`config.mk`:
```
export PLATFORM = sky130hd
export DESIGN_NAME = divider_ctrl_flat
export DESIGN_NICKNAME = d
export VERILOG_FILES = /design/src/rtl/divider_ctrl_pkg.sv /design/src/rtl/divider_ctrl_if.sv /design/src/rtl/divider_ctrl_counter.sv /design/src/rtl/divider_ctrl.sv /design/src/flat_wrapper.sv
export SDC_FILE = /design/constraint.sdc
export NUM_CORES = 1
export LEC_CHECK = 0
export BUFFER_PORTS_ARGS = -buffer_cell sky130_fd_sc_hd__buf_2
export CAP_MARGIN = 15
export CORE_ASPECT_RATIO = 0.8
export CORE_MARGIN = 2
export CORE_UTILIZATION = 57
export DETAILED_ROUTE_END_ITERATION = 8
export GPL_TIMING_DRIVEN = 0
export PLACE_DENSITY = 0.76
export SYNTH_ARGS = -nofsm -noshare
export SYNTH_HDL_FRONTEND = slang
export SYNTH_SLANG_ARGS = --single-unit
```
`constraint.sdc`:
```
create_clock -name div_clk -period 9.62 [get_ports div_clk]
set_clock_uncertainty 0.15 [all_clocks]
set_input_delay 1.924 -clock div_clk [delete_from_list [all_inputs] [get_ports div_clk]]
set_output_delay 1.924 -clock div_clk [all_outputs]
set_load 0.05 [all_outputs]
```
`src/rtl/divider_ctrl_pkg.sv`:
```
// Shared types and helpers for the clock-enable divider controller.
// The optional burst feature is enabled by defining DIVIDER_CTRL_BURST_EN.
package divider_ctrl_pkg;

  localparam int DEFAULT_CNT_W = 16;

  typedef enum logic [1:0] {
    ST_IDLE     = 2'd0,
    ST_RUN      = 2'd1,
    ST_STOPPING = 2'd2
  } state_t;

  // A divisor of 0 or 1 both mean "enable every cycle".
  function automatic logic [31:0] clamp_div(input logic [31:0] d);
    return (d == 32'd0) ? 32'd1 : d;
  endfunction

endpackage

```
`src/rtl/divider_ctrl_if.sv`:
```
// Divide-ratio configuration channel between the control bus and divider_ctrl.
// Handshake: a ratio transfers on a rising edge where cfg_valid && cfg_ready;
// cfg_div is ignored whenever cfg_ready is low, and the master may hold or
// change cfg_valid freely while cfg_ready is low.
interface divider_ctrl_if
  import divider_ctrl_pkg::*;
#(
  parameter int CNT_W = DEFAULT_CNT_W
);
  logic             cfg_valid;
  logic [CNT_W-1:0] cfg_div;
  logic             cfg_ready;

  modport master (output cfg_valid, output cfg_div, input cfg_ready);
  modport slave  (input cfg_valid, input cfg_div, output cfg_ready);
endinterface

```
`src/rtl/divider_ctrl_counter.sv`:
```
// Period counter: counts 0..terminal while enabled and strobes on the terminal
// count, wrapping to 0 on that same edge.
module divider_ctrl_counter
  import divider_ctrl_pkg::*;
#(
  parameter int CNT_W = DEFAULT_CNT_W
) (
  input  logic             clk,
  input  logic             reset,
  input  logic             clear,
  input  logic             enable,
  input  logic [CNT_W-1:0] terminal,
  output logic             strobe
);

  logic [CNT_W-1:0] count;

  assign strobe = enable && !clear && (count == terminal);

  always_ff @(posedge clk) begin
    if (!reset) begin
      count <= '0;
    end else if (clear) begin
      count <= '0;
    end else if (enable) begin
      count <= strobe ? '0 : count + CNT_W'(1);
    end
  end

endmodule

```
`src/rtl/divider_ctrl.sv`:
```
// Clock-enable divider controller: start/stop sequencing, divide-ratio config
// and active-low test-mode override. Optional burst mode: DIVIDER_CTRL_BURST_EN.
module divider_ctrl
  import divider_ctrl_pkg::*;
#(
  parameter int CNT_W       = DEFAULT_CNT_W,
  parameter int DEFAULT_DIV = 1000,
  parameter int TEST_DIV    = 4
) (
  input  logic                 div_clk,
  input  logic                 reset,
  input  logic                 testn,
  input  logic                 start,
  input  logic                 stop,
  divider_ctrl_if.slave        cfg,
  output logic                 ena,
  output logic                 running,
  output state_t               fsm_state
`ifdef DIVIDER_CTRL_BURST_EN
  ,
  input  logic [CNT_W-1:0]     burst_len,
  output logic                 burst_done
`endif
);

  state_t           state, state_n;
  logic [CNT_W-1:0] cur_div, div_reg, pending;
  logic [CNT_W-1:0] sel_div, next_div, terminal;
  logic             pend_v, boundary, load_start, cfg_xfer;
  logic             cnt_clear, cnt_enable, burst_last;

  // A ratio accepted while running waits in pending until the next boundary,
  // so cfg_ready is simply "nothing pending".
  assign cfg.cfg_ready = !pend_v;
  assign cfg_xfer      = cfg.cfg_valid && !pend_v;
  assign running       = (state != ST_IDLE);
  assign fsm_state     = state;

  // The same reload value serves both the IDLE->RUN load and every boundary.
  assign sel_div  = pend_v ? pending : div_reg;
  assign next_div = testn ? CNT_W'(clamp_div(32'(sel_div)))
                          : CNT_W'(clamp_div(32'(TEST_DIV)));
  assign terminal = cur_div - CNT_W'(1);

  assign cnt_clear  = (state == ST_IDLE);
  assign cnt_enable = (state != ST_IDLE);

  divider_ctrl_counter #(.CNT_W(CNT_W)) u_counter (
    .clk      (div_clk),
    .reset    (reset),
    .clear    (cnt_clear),
    .enable   (cnt_enable),
    .terminal (terminal),
    .strobe   (boundary)
  );

`ifdef DIVIDER_CTRL_BURST_EN
  logic [CNT_W-1:0] burst_lim, burst_cnt;

  // A zero length means unlimited; only RUN boundaries end a burst.
  assign burst_last = (state == ST_RUN) && boundary && (burst_lim != '0) &&
                      (burst_cnt == burst_lim - CNT_W'(1));

  always_ff @(posedge div_clk) begin
    if (!reset) begin
      burst_lim  <= '0;
      burst_cnt  <= '0;
      burst_done <= 1'b0;
    end else begin
      burst_done <= burst_last;
      if (load_start) begin
        burst_lim <= burst_len;
        burst_cnt <= '0;
      end else if (boundary) begin
        burst_cnt <= burst_cnt + CNT_W'(1);
      end
    end
  end
`else
  assign burst_last = 1'b0;
`endif

  always_comb begin
    state_n    = state;
    load_start = 1'b0;
    case (state)
      ST_IDLE: begin
        if (start && !stop) begin
          state_n    = ST_RUN;
          load_start = 1'b1;
        end
      end
      ST_RUN: begin
        if (burst_last)  state_n = ST_IDLE;
        else if (stop)   state_n = ST_STOPPING;
      end
      ST_STOPPING: begin
        if (boundary) state_n = ST_IDLE;
      end
      default: state_n = ST_IDLE;
    endcase
  end

  always_ff @(posedge div_clk) begin
    if (!reset) begin
      state   <= ST_IDLE;
      ena     <= 1'b0;
      cur_div <= CNT_W'(DEFAULT_DIV);
      div_reg <= CNT_W'(DEFAULT_DIV);
      pending <= '0;
      pend_v  <= 1'b0;
    end else begin
      state <= state_n;
      ena   <= boundary;
      if (load_start || boundary) cur_div <= next_div;
      if (boundary && pend_v) begin
        div_reg <= pending;
        pend_v  <= 1'b0;
      end
      if (cfg_xfer) begin
        if (state == ST_IDLE) begin
          div_reg <= cfg.cfg_div;
        end else begin
          pending <= cfg.cfg_div;
          pend_v  <= 1'b1;
        end
      end
    end
  end

endmodule

```
`src/flat_wrapper.sv`:
```
// flat-port wrapper written by rule: the top's interface ports become plain ports
module divider_ctrl_flat import divider_ctrl_pkg::*;
#(
  parameter int CNT_W       = DEFAULT_CNT_W,
  parameter int DEFAULT_DIV = 1000,
  parameter int TEST_DIV    = 4
)
  (div_clk, reset, testn, start, stop, ena, running, fsm_state, cfg_cfg_valid, cfg_cfg_div, cfg_cfg_ready);
  divider_ctrl_if #(.CNT_W(CNT_W)) cfg_i ();
  input  logic div_clk;
  input  logic reset;
  input  logic testn;
  input  logic start;
  input  logic stop;
  output logic ena;
  output logic running;
  output state_t fsm_state;
  input wire logic [$bits(cfg_i.cfg_valid)-1:0] cfg_cfg_valid;
  input wire logic [$bits(cfg_i.cfg_div)-1:0] cfg_cfg_div;
  output wire logic [$bits(cfg_i.cfg_ready)-1:0] cfg_cfg_ready;
  assign cfg_i.cfg_valid = cfg_cfg_valid;
  assign cfg_i.cfg_div = cfg_cfg_div;
  assign cfg_cfg_ready = cfg_i.cfg_ready;
  divider_ctrl #(.CNT_W(CNT_W), .DEFAULT_DIV(DEFAULT_DIV), .TEST_DIV(TEST_DIV)) u_core (.div_clk(div_clk), .reset(reset), .testn(testn), .start(start), .stop(stop), .cfg(cfg_i), .ena(ena), .running(running), .fsm_state(fsm_state));
endmodule
```
Word-level counts from Yosys, hierarchy flattened --
Index checks and enable logic that the tools add are counted.
Cells by class: add/sub/neg operators 2, equal/unequal tests 6, mux-type cells 16, bitwise operators 2, reductions and logical operators 15
Operators with widths (count):
- $mux 16 | 7
- $add 16x1->16 const B | 1
- $eq 16x16->1 | 1
- $logic_not 16->1 | 1
- $sub 16x1->16 const B | 1
- $mux 2 | 3
- $pmux 2 s3 | 1
- $logic_and 1x1->1 | 5
- $mux 1 | 5
- $ne 2x1->1 const B | 2
- $logic_not 1->1 | 3
- $reduce_and 3->1 | 1
- $eq 2x1->1 const B | 1
- $eq 2x2->1 const B | 1
- $logic_not 2->1 | 1
- $ne 2x2->1 const B | 1
- $not 1->1 | 2
- $reduce_and 2->1 | 1
- $reduce_bool 2->1 | 1
- $reduce_or 2->1 | 1
- $logic_or 1x1->1 | 1
Word-level totals: flip-flop bits (word level) 68, bits of input ports 22, output and inout bits 5

Logic depth before layout (Yosys ltp) --
Gate-level depths: netlist (run 1).
depth after elaboration 8, gate-level depth with buffers 14

Hierarchy --
A second synthesis (run 1) with hierarchy kept.
Unflattened totals: cell total of the unflattened synthesis 401, area total of the unflattened synthesis 3472.1 µm²
Modules (own cells, without submodules):
- divider_ctrl | instances 1, cells each 302, area each 2586.2 µm², seq. area each 1041.0 µm²
- divider_ctrl_counter | instances 1, cells each 99, area each 885.8 µm², seq. area each 320.3 µm²

Least setup slack after synthesis (run 1) --
No wires, ideal clock.
kind register -> register, start point register u_core.cur_div[8], end point register u_core.div_reg[0], library setup time 0.119 ns, data arrival time 3.116 ns, required time 9.351 ns, path slack 6.235 ns, stages on the path, launching flop included 10, period minus slack after synthesis 3.385 ns, cell sequence dfxtp_1 -> or4_1 -> or3_1 -> a2111oi_2 -> o22ai_1 -> or4_1 -> or4_1 -> buf_2 -> buf_6 -> o221a_2
Between the ends: cells in the longest elaborated chain, start to end 7
Ends and longest elaborated chain:
- from (decl) | RTL line divider_ctrl.sv:27 | logic [CNT_W-1:0] cur_div, div_reg, pending;
- from (signal assigned) | RTL line divider_ctrl.sv:108 | cur_div <= CNT_W'(DEFAULT_DIV);
- from (signal assigned) | RTL line divider_ctrl.sv:115 | if (load_start || boundary) cur_div <= next_div;
- $sub 16x1->16 * | RTL line divider_ctrl.sv:43 | assign terminal = cur_div - CNT_W'(1);
- $eq 16x16->1 * | RTL line divider_ctrl_counter.sv:18 | assign strobe = enable && !clear && (count == terminal);
- $logic_and 1x1->1 * | RTL line divider_ctrl_counter.sv:18
- $logic_and 1x1->1 * | RTL line divider_ctrl.sv:116 | if (boundary && pend_v) begin
- $mux 16 * | RTL line divider_ctrl.sv:116
- $mux 16 | RTL line divider_ctrl.sv:121 | if (state == ST_IDLE) begin
- $mux 16 * | RTL line divider_ctrl.sv:120 | if (cfg_xfer) begin
- to (signal assigned) | RTL line divider_ctrl.sv:109 | div_reg <= CNT_W'(DEFAULT_DIV);
- to (signal assigned) | RTL line divider_ctrl.sv:117 | div_reg <= pending;
- to (signal assigned) | RTL line divider_ctrl.sv:122 | div_reg <= cfg.cfg_div;
- to (decl) | RTL line divider_ctrl.sv:27
Every way passes the cells marked *; elsewhere a longest branch is shown, timed or not. A chain may end at the register's enable or synchronous reset.

Final worst setup path (run 1) --
start point register u_core.cur_div[4], end point register u_core.div_reg[11]
Same word-level chain as after synthesis.

==> results of run 1 <==
worst max path at each step:
stage                                         end
global placement    u_core.div_reg[13]$_SDFF_PN0_
floorplan            u_core.div_reg[0]$_SDFF_PN0_
detailed placement   u_core.div_reg[1]$_SDFF_PN0_
finish              u_core.div_reg[11]$_SDFF_PN0_
CTS                                 cfg_cfg_ready
global route         u_core.div_reg[5]$_SDFF_PN1_
synth_stat cells (all sizes together) (3+ instances only):
master  count
and3b       7
xnor2      22
o21ai      11
nand3      20
nor2       55
o22ai       8
or4         7
nor4        9
nand2      58
xor2       12
o211a       3
buf         6
o221a      10
mux2        3
nand4b      3
inv         5
a21oi      20
nand4       9
clkbuf     19
o311ai      6
nor3        6
o41ai       6
dfxtp      68
and3        4
mux2i      14
per-stage QoR:
stage | total power (W) | util, %
after floorplan | 0.0003609 | -
after global placement | 0.0003831 | 62.43
after detailed placement | 0.0003851 | 62.43
after CTS | 0.0005948 | 65.45
after global routing | 0.0006166 | 65.45
final | 0.0005962 | 65.45
cell type report:
| class | count | area (sq um) | area share (%) |
|---|---|---|---|
| tap | 81 | 101.3 | 2.633 |
| buffer | 25 | 110.1 | 2.861 |
| multi-input combinational | 316 | 1947 | 50.59 |
| timing repair buffer | 25 | 125.1 | 3.251 |
| sequential | 68 | 1361 | 35.37 |
| inverter | 7 | 26.28 | 0.6827 |
| clock buffer | 9 | 123.9 | 3.218 |
| clock inverter | 7 | 53.80 | 1.398 |
cells by family (layout without fill, tap and decap cells):
kind of cell	Yosys count	after routing	synth area share, %
xor+xnor	34	34	8.645
flops	68	68	39.52
simple gates	190	190	26.70
mux	17	17	5.049
compound gates	73	73	15.40
fa+ha+maj	2	2	0.7264
buf+inv	32	73	3.959
worst min-delay path: cells and delay by family, from the launching register on:
family / cells / cell delay, ns
flip-flops: 1 / 0.33
AND/OR/NAND/NOR: 1 / 0.05
AO/OA/AOI/OAI: 1 / 0.05
routing by layer:
layer | vias up | wire (um) | GRT usage [%]
met5 | - | 0 | 0
met4 | 0 | 107 | 7.576
met3 | 13 | 523 | 6.667
met2 | 108 | 3846 | 41.79
met1 | 1532 | 4310 | 39.41
li1 | 1568 | - | -
where the power goes:
part           switching (W)   total, W  internal, W  leakage [nW]
Clock               0.000121   0.000215    0.0000940        0.0814
Combinational      0.0000466  0.0000758    0.0000292         0.742
Sequential         0.0000118   0.000305     0.000293         0.554
Total               0.000180   0.000596     0.000417          1.38
==> flow_summary_export.csv, run 1 <==
group,metric,value,unit
status,status,"finished, final reports clean",
clocking,h-tree-depth,3,
timing,fmax,249.9,MHz
timing,finalCritPeriodShare,41.59,%
placement,place_inst,522,
routing,vias,3221,
routing,drt_iter0_drc,292,
placement,pre_cts_slack,5.832,ns
timing,slew_headroom,34.24,%
yosys,syn_inst,416,
routing,drc_errors,0,
final_layout,final_area,3849,sq um
global_route,grt_pass1_vias,2841,
yosys,ys_seq_area_share,39.52,%
clocking,cts_resized,0,
yosys,post_synth.cell_area_avg,8.280,sq um
clocking,clockBufferDepth,2,
yosys,synth_top_area_cell,"dfxtp_1",
critical_path,r2r-end,"u_core.div_reg[11]$_SDFF_PN0_",
die,start_util,58.57,%
critical_path,path_depth,9,
die,ios,27,
clocking,cts-root-buf,"clkbuf_8",
yosys,yosys_warnings,0,
die,die_h,73.53,um
final_layout,final_cell_mix,"dfxtp_1 (68), nand2_1 (57), nor2_1 (55)",
global_route,grt_max_degree,14,
clocking,hold_buffers,0,
critical_path,r2r_slack,5.62,ns
yosys,async_flop_share,0,%
die,rows,25,
placement,io_buffers,25,
global_route,grtUsageTotal,27.50,%
clocking,numClockSinks,68,
yosys,synth_nets,440,
timing,final-max-slew-violation-count,0,
critical_path,required,9.73,ns
final_layout,diodes,0,
clocking,cts_tree,"done",
placement,routabilityCongestion,0.9304,
clocking,clkTransAtPathRegs,0.08,ns
timing,tightest_slew,0.9773,ns
routing,routed_via_density,5.987,
critical_path,crit_buf_inv,2,
placement,post_dp_cell_area,3671,sq um
timing,post-route-min-period,4.001,ns
final_layout,fillers,523,
critical_path,crit_family,"simple AND/OR/NAND/NOR gates",
worst_hold_path,hold_start,"u_core.pending[0]$_SDFFE_PN0P_",
clocking,post-cts-setup-buffer-count,0,
critical_path,slowest_stage,"nor4_1",
critical_path,end_kind,"register",
final_layout,nNetsFinal,476,
worst_hold_path,hold_end,"u_core.pending[0]$_SDFFE_PN0P_",
yosys,post-synth-top-area-fraction,39.52,%
die,die_w,90.91,um
power_and_ir_drop,power_density,154.9,nW/um^2
routing,wirelength,8787,um
timing,setup_viol,0,
critical_path,worst_setup_path_start_kind,"register",
timing,finalHoldViolations,0,
clocking,cts_made_buffers,9,
die,die_area,6685,sq um
critical_path,worst-setup-path-type,"register to register",
final_layout,final_common_cell,"dfxtp_1",
run,drv_cap,0,
timing,grt_setup_unrepaired,"false",
critical_path,rr_worst_depth,9,
timing,setup-tns-final,0,ns
yosys,synth-edff-count,0,
yosys,syn_area,3445,sq um
clocking,clock_latency,0.37,ns
final_layout,syn2layout_area_growth,11.73,%
global_route,grt-ovfl-total,0,
power_and_ir_drop,leakage,1.377,nW
yosys,synthFlopType,"dfxtp_1",
yosys,synthTopCellsByArea,"dfxtp_1 (40%), nand2_1 (6.2%), nor2_1 (6.0%)",
die,core-area,5881,sq um
yosys,yosysUniqueCellTypes,46,
final_layout,layout.cells.non_filler,538,
yosys,synth-seq-cells,68,
routing,avgRoutedWirePerCell,16.33,um
power_and_ir_drop,peakVddDrop,109.0,uV
critical_path,worstPathCellList,"nor4_1 -> nand2_1 -> nor4_1 -> o22ai_1 -> or4_1 -> or4_1 -> buf_2 -> buf_6 -> o221a_2",
routing,detail-route-antenna-nets,0,
critical_path,crit_path_max_incr_delay,0.86,ns
global_route,grt_antenna_before_repair,0,
final_layout,drive_gt1_share,13.35,%
routing,drtPass1Iterations,5,
timing,setup_ws,5.619,ns
critical_path,worstSetupStartpoint,"u_core.cur_div[4]$_SDFFE_PN0P_",
worst_hold_path,hold_class,"register to register",
placement,dp_hpwl,6268,um
critical_path,arrival,4.11,ns
critical_path,cp_max_fo,10,
global_route,grt_pass1_wl,14210,um
timing,whs,0.3278,ns
worst_hold_path,hold_depth,2,
critical_path,crit-reg2reg-launch,"u_core.cur_div[4]$_SDFFE_PN0P_",
Note: power is estimated with default switching activity, not from simulation.
==> run 2: changes to the inputs <==
--- a/config.mk
+++ b/config.mk
@@ -5,6 +5,7 @@
 export SDC_FILE = /design/constraint.sdc
 export NUM_CORES = 1
 export LEC_CHECK = 0
+export ABC_AREA = 1
 export BUFFER_PORTS_ARGS = -buffer_cell sky130_fd_sc_hd__buf_2
 export CAP_MARGIN = 15
 export CORE_ASPECT_RATIO = 0.8
==> constraint.sdc (replaced) <==
create_clock -name div_clk -period 3.7 [get_ports div_clk]
set_clock_uncertainty 0.15 [all_clocks]
set_input_delay 0.74 -clock div_clk [delete_from_list [all_inputs] [get_ports div_clk]]
set_output_delay 0.74 -clock div_clk [all_outputs]
set_load 0.05 [all_outputs]
==> flow_summary_export.csv, run 2 <==
group,metric,value,unit
global_route,grt-ovfl-total,0,
final_layout,diodes,0,
yosys,yosysUniqueCellTypes,43,
final_layout,syn2layout_area_growth,10.88,%
worst_hold_path,hold_depth,1,
timing,finalHoldViolations,0,
timing,setup_viol,0,
yosys,synthSimpleGateAreaFrac,38.98,%
yosys,synth_top_family_by_area,"simple AND/OR/NAND/NOR gates",
timing,final-max-slew-violation-count,0,
yosys,post-synth-top-area-fraction,32.88,%
placement,post_dp_cell_area,4374,sq um
yosys,synth-edff-count,0,
global_route,grt_pass1_wl,18340,um
routing,detail-route-antenna-nets,0,
timing,tightest_slew,0.5671,ns
run,drv_cap,0,
routing,drc_errors,0,
global_route,grt_max_degree,12,
die,die_h,80.23,um
critical_path,cp_max_fo,9,
final_layout,layout.area.seq,1361,sq um
timing,grt_setup_unrepaired,"false",
status,status,"finished, final reports clean",
yosys,post_synth.cell_area_avg,6.667,sq um
critical_path,slowest_stage,"dfxtp_1",
critical_path,end_kind,"register",
yosys,async_flop_share,0,%
clocking,h-tree-depth,3,
power_and_ir_drop,power_density,400.5,nW/um^2
timing,fmax,361.6,MHz
global_route,grt.met2_usage,46.15,%
clocking,cts-root-buf,"clkbuf_8",
clocking,clock_latency,0.35,ns
global_route,grt_antenna_before_repair,0,
yosys,yosys_warnings,0,
global_route,grt_pass1_vias,3892,
routing,avgRoutedWirePerCell,14.54,um
timing,slew_headroom,61.79,%
final_layout,final_common_cell,"nand2_1",
die,die_area,7966,sq um
timing,post-route-min-period,2.765,ns
yosys,synth_top_area_cell,"dfxtp_1",
critical_path,worstPathCellList,"inv_1 -> ha_1 -> inv_1 -> nand2_1 -> nand3_1 -> nand2_1 -> nand3_1 -> nor2_1 -> nand2_1 -> nor2_1 -> nand3_1 -> nor2_4 -> nand2_4 -> nor2_8 -> nand2_1 -> nand2_1 -> nand3_1",
power_and_ir_drop,leakage,2.137,nW
power_and_ir_drop,power,0.001838,W
global_route,busiest_layer,"met2",
final_layout,fin_util,65.97,%
power_and_ir_drop,peakVddDrop,232.2,uV
clocking,cts_tree,"done",
clocking,numClockSinks,68,
final_layout,drive_gt1_share,15.41,%
final_layout,final_area,4591,sq um
routing,routed_via_density,5.449,
routing,wirelength,10890,um
routing,drtPass1Iterations,5,
placement,dp_hpwl,8238,um
critical_path,worst_setup_path_start_kind,"register",
critical_path,arrival,2.84,ns
placement,io_buffers,25,
critical_path,required,3.77,ns
placement,routabilityCongestion,0.9208,
die,core-area,6959,sq um
die,rows,27,
routing,drt_iter0_drc,317,
yosys,syn_inst,621,
critical_path,rr_worst_depth,17,
timing,setup-tns-final,0,ns
yosys,synthFlopType,"dfxtp_1",
clocking,cts_resized,0,
yosys,synth.top_cells.by_count,"nand2_1 (136), inv_1 (87), nor2_1 (82)",
die,die_w,99.29,um
yosys,synth_nets,645,
yosys,synth_compound_area_share,12.21,%
final_layout,final_cell_mix,"nand2_1 (136), inv_1 (87), nor2_1 (82)",
critical_path,path_common_cell,"nand2_1",
global_route,met3_usage,8.268,%
yosys,synth_xor_area_share,3.385,%
critical_path,crit_path_max_incr_delay,0.33,ns
yosys,synthAdderAreaFrac,0.6044,%
global_route,grtUsageMet1,40.24,%
yosys,synthMuxAreaShare,1.209,%
clocking,cts_made_buffers,9,
routing,vias,4081,
critical_path,worst-setup-path-type,"register to register",
die,ios,27,
yosys,post-synth-top-count-cell,"nand2_1",
yosys,syn_area,4140,sq um
final_layout,multi_input_area,2335,sq um
global_route,grtUsageTotal,29.50,%
die,start_util,59.49,%
timing,finalCritPeriodShare,74.74,%
yosys,ys_seq_area_share,32.88,%
clocking,hold_buffers,0,
clocking,post-cts-setup-buffer-count,0,
yosys,synthTopCellsByArea,"dfxtp_1 (33%), nand2_1 (12%), inv_1 (7.9%)",
final_layout,nNetsFinal,681,
clocking,clkTransAtPathRegs,0.08,ns
yosys,synth-seq-cells,68,
final_layout,fillers,638,
worst_hold_path,hold_class,"register to register",
clocking,clockBufferDepth,2,
## run 2: cell types whose count changed after synthesis, moves of 9 or more
cell	delta
nor2_2	+13
mux2i_1	-9
xnor2_1	-17
nor2_1	+27
nand3_1	+30
nor4_1	-9
inv_1	+82
nand2_1	+79
nand2_2	+11
o221a_2	-10
o21ai_0	+38
## run 2: power by group
| part | internal (W) | switching, W |
|---|---|---|
| clock network | 0.000395 | 0.000297 |
| logic | 0.000111 | 0.000225 |
| registers | 0.000775 | 0.0000351 |
| total | 0.00128 | 0.000557 |
## run 2: cells by family (layout without fill, tap and decap cells)
logic type,Yosys count,count (layout)
simple gates,331,331
buf+inv,109,150
compound gates,90,90
flops,68,68
xor+xnor,16,16
mux,5,5
fa+ha+maj,2,2
## run 2: worst paths after layout
kind                                                from  slack (ns)                                      to
hold / removal    u_core.u_counter.count[0]$_SDFFE_PP0N_        0.32  u_core.u_counter.count[0]$_SDFFE_PP0N_
setup reg to reg          u_core.cur_div[0]$_SDFFE_PN0P_        0.93            u_core.div_reg[3]$_SDFF_PN1_
setup / recovery          u_core.cur_div[0]$_SDFFE_PN0P_        0.93            u_core.div_reg[3]$_SDFF_PN1_
hold reg to reg   u_core.u_counter.count[0]$_SDFFE_PP0N_        0.32  u_core.u_counter.count[0]$_SDFFE_PP0N_
## run 2: cell type report
type	count	area share, %
Buffer	19	2.317
Clock buffer	11	3.080
Clock inverter	5	1.635
Inverter	90	7.359
Multi-Input combinational cell	444	50.86
Sequential cell	68	29.65
Tap cell	87	2.371
Timing Repair Buffer	25	2.726
## run 2: through the flow
step	worst slack, ns	cells	hold slack (ns)
6_report	0.9345	749	0.3204
5_1_grt	0.7512	749	0.3491
4_1_cts	0.9884	749	0.3237
3_5_place_dp	1.024	733	0.3122
3_3_place_gp	1.157	733	0.3010
2_1_floorplan	1.222	621	0.2797
## run 2: routing by layer
| metal | share of wire [%] | wire length, um |
|---|---|---|
| met5 | 0 | 0 |
| met4 | 1.4 | 149 |
| met3 | 8.1 | 879 |
| met2 | 44 | 4775 |
| met1 | 47 | 5082 |
## run 2: worst max-delay path: cells and delay by family (launching register included)
family / cells / cell delay [ns]
flip-flops: 1 / 0.33
AND/OR/NAND/NOR: 14 / 1.62
adder cells (fa/ha/maj): 1 / 0.32
buffers and inverters: 2 / 0.22
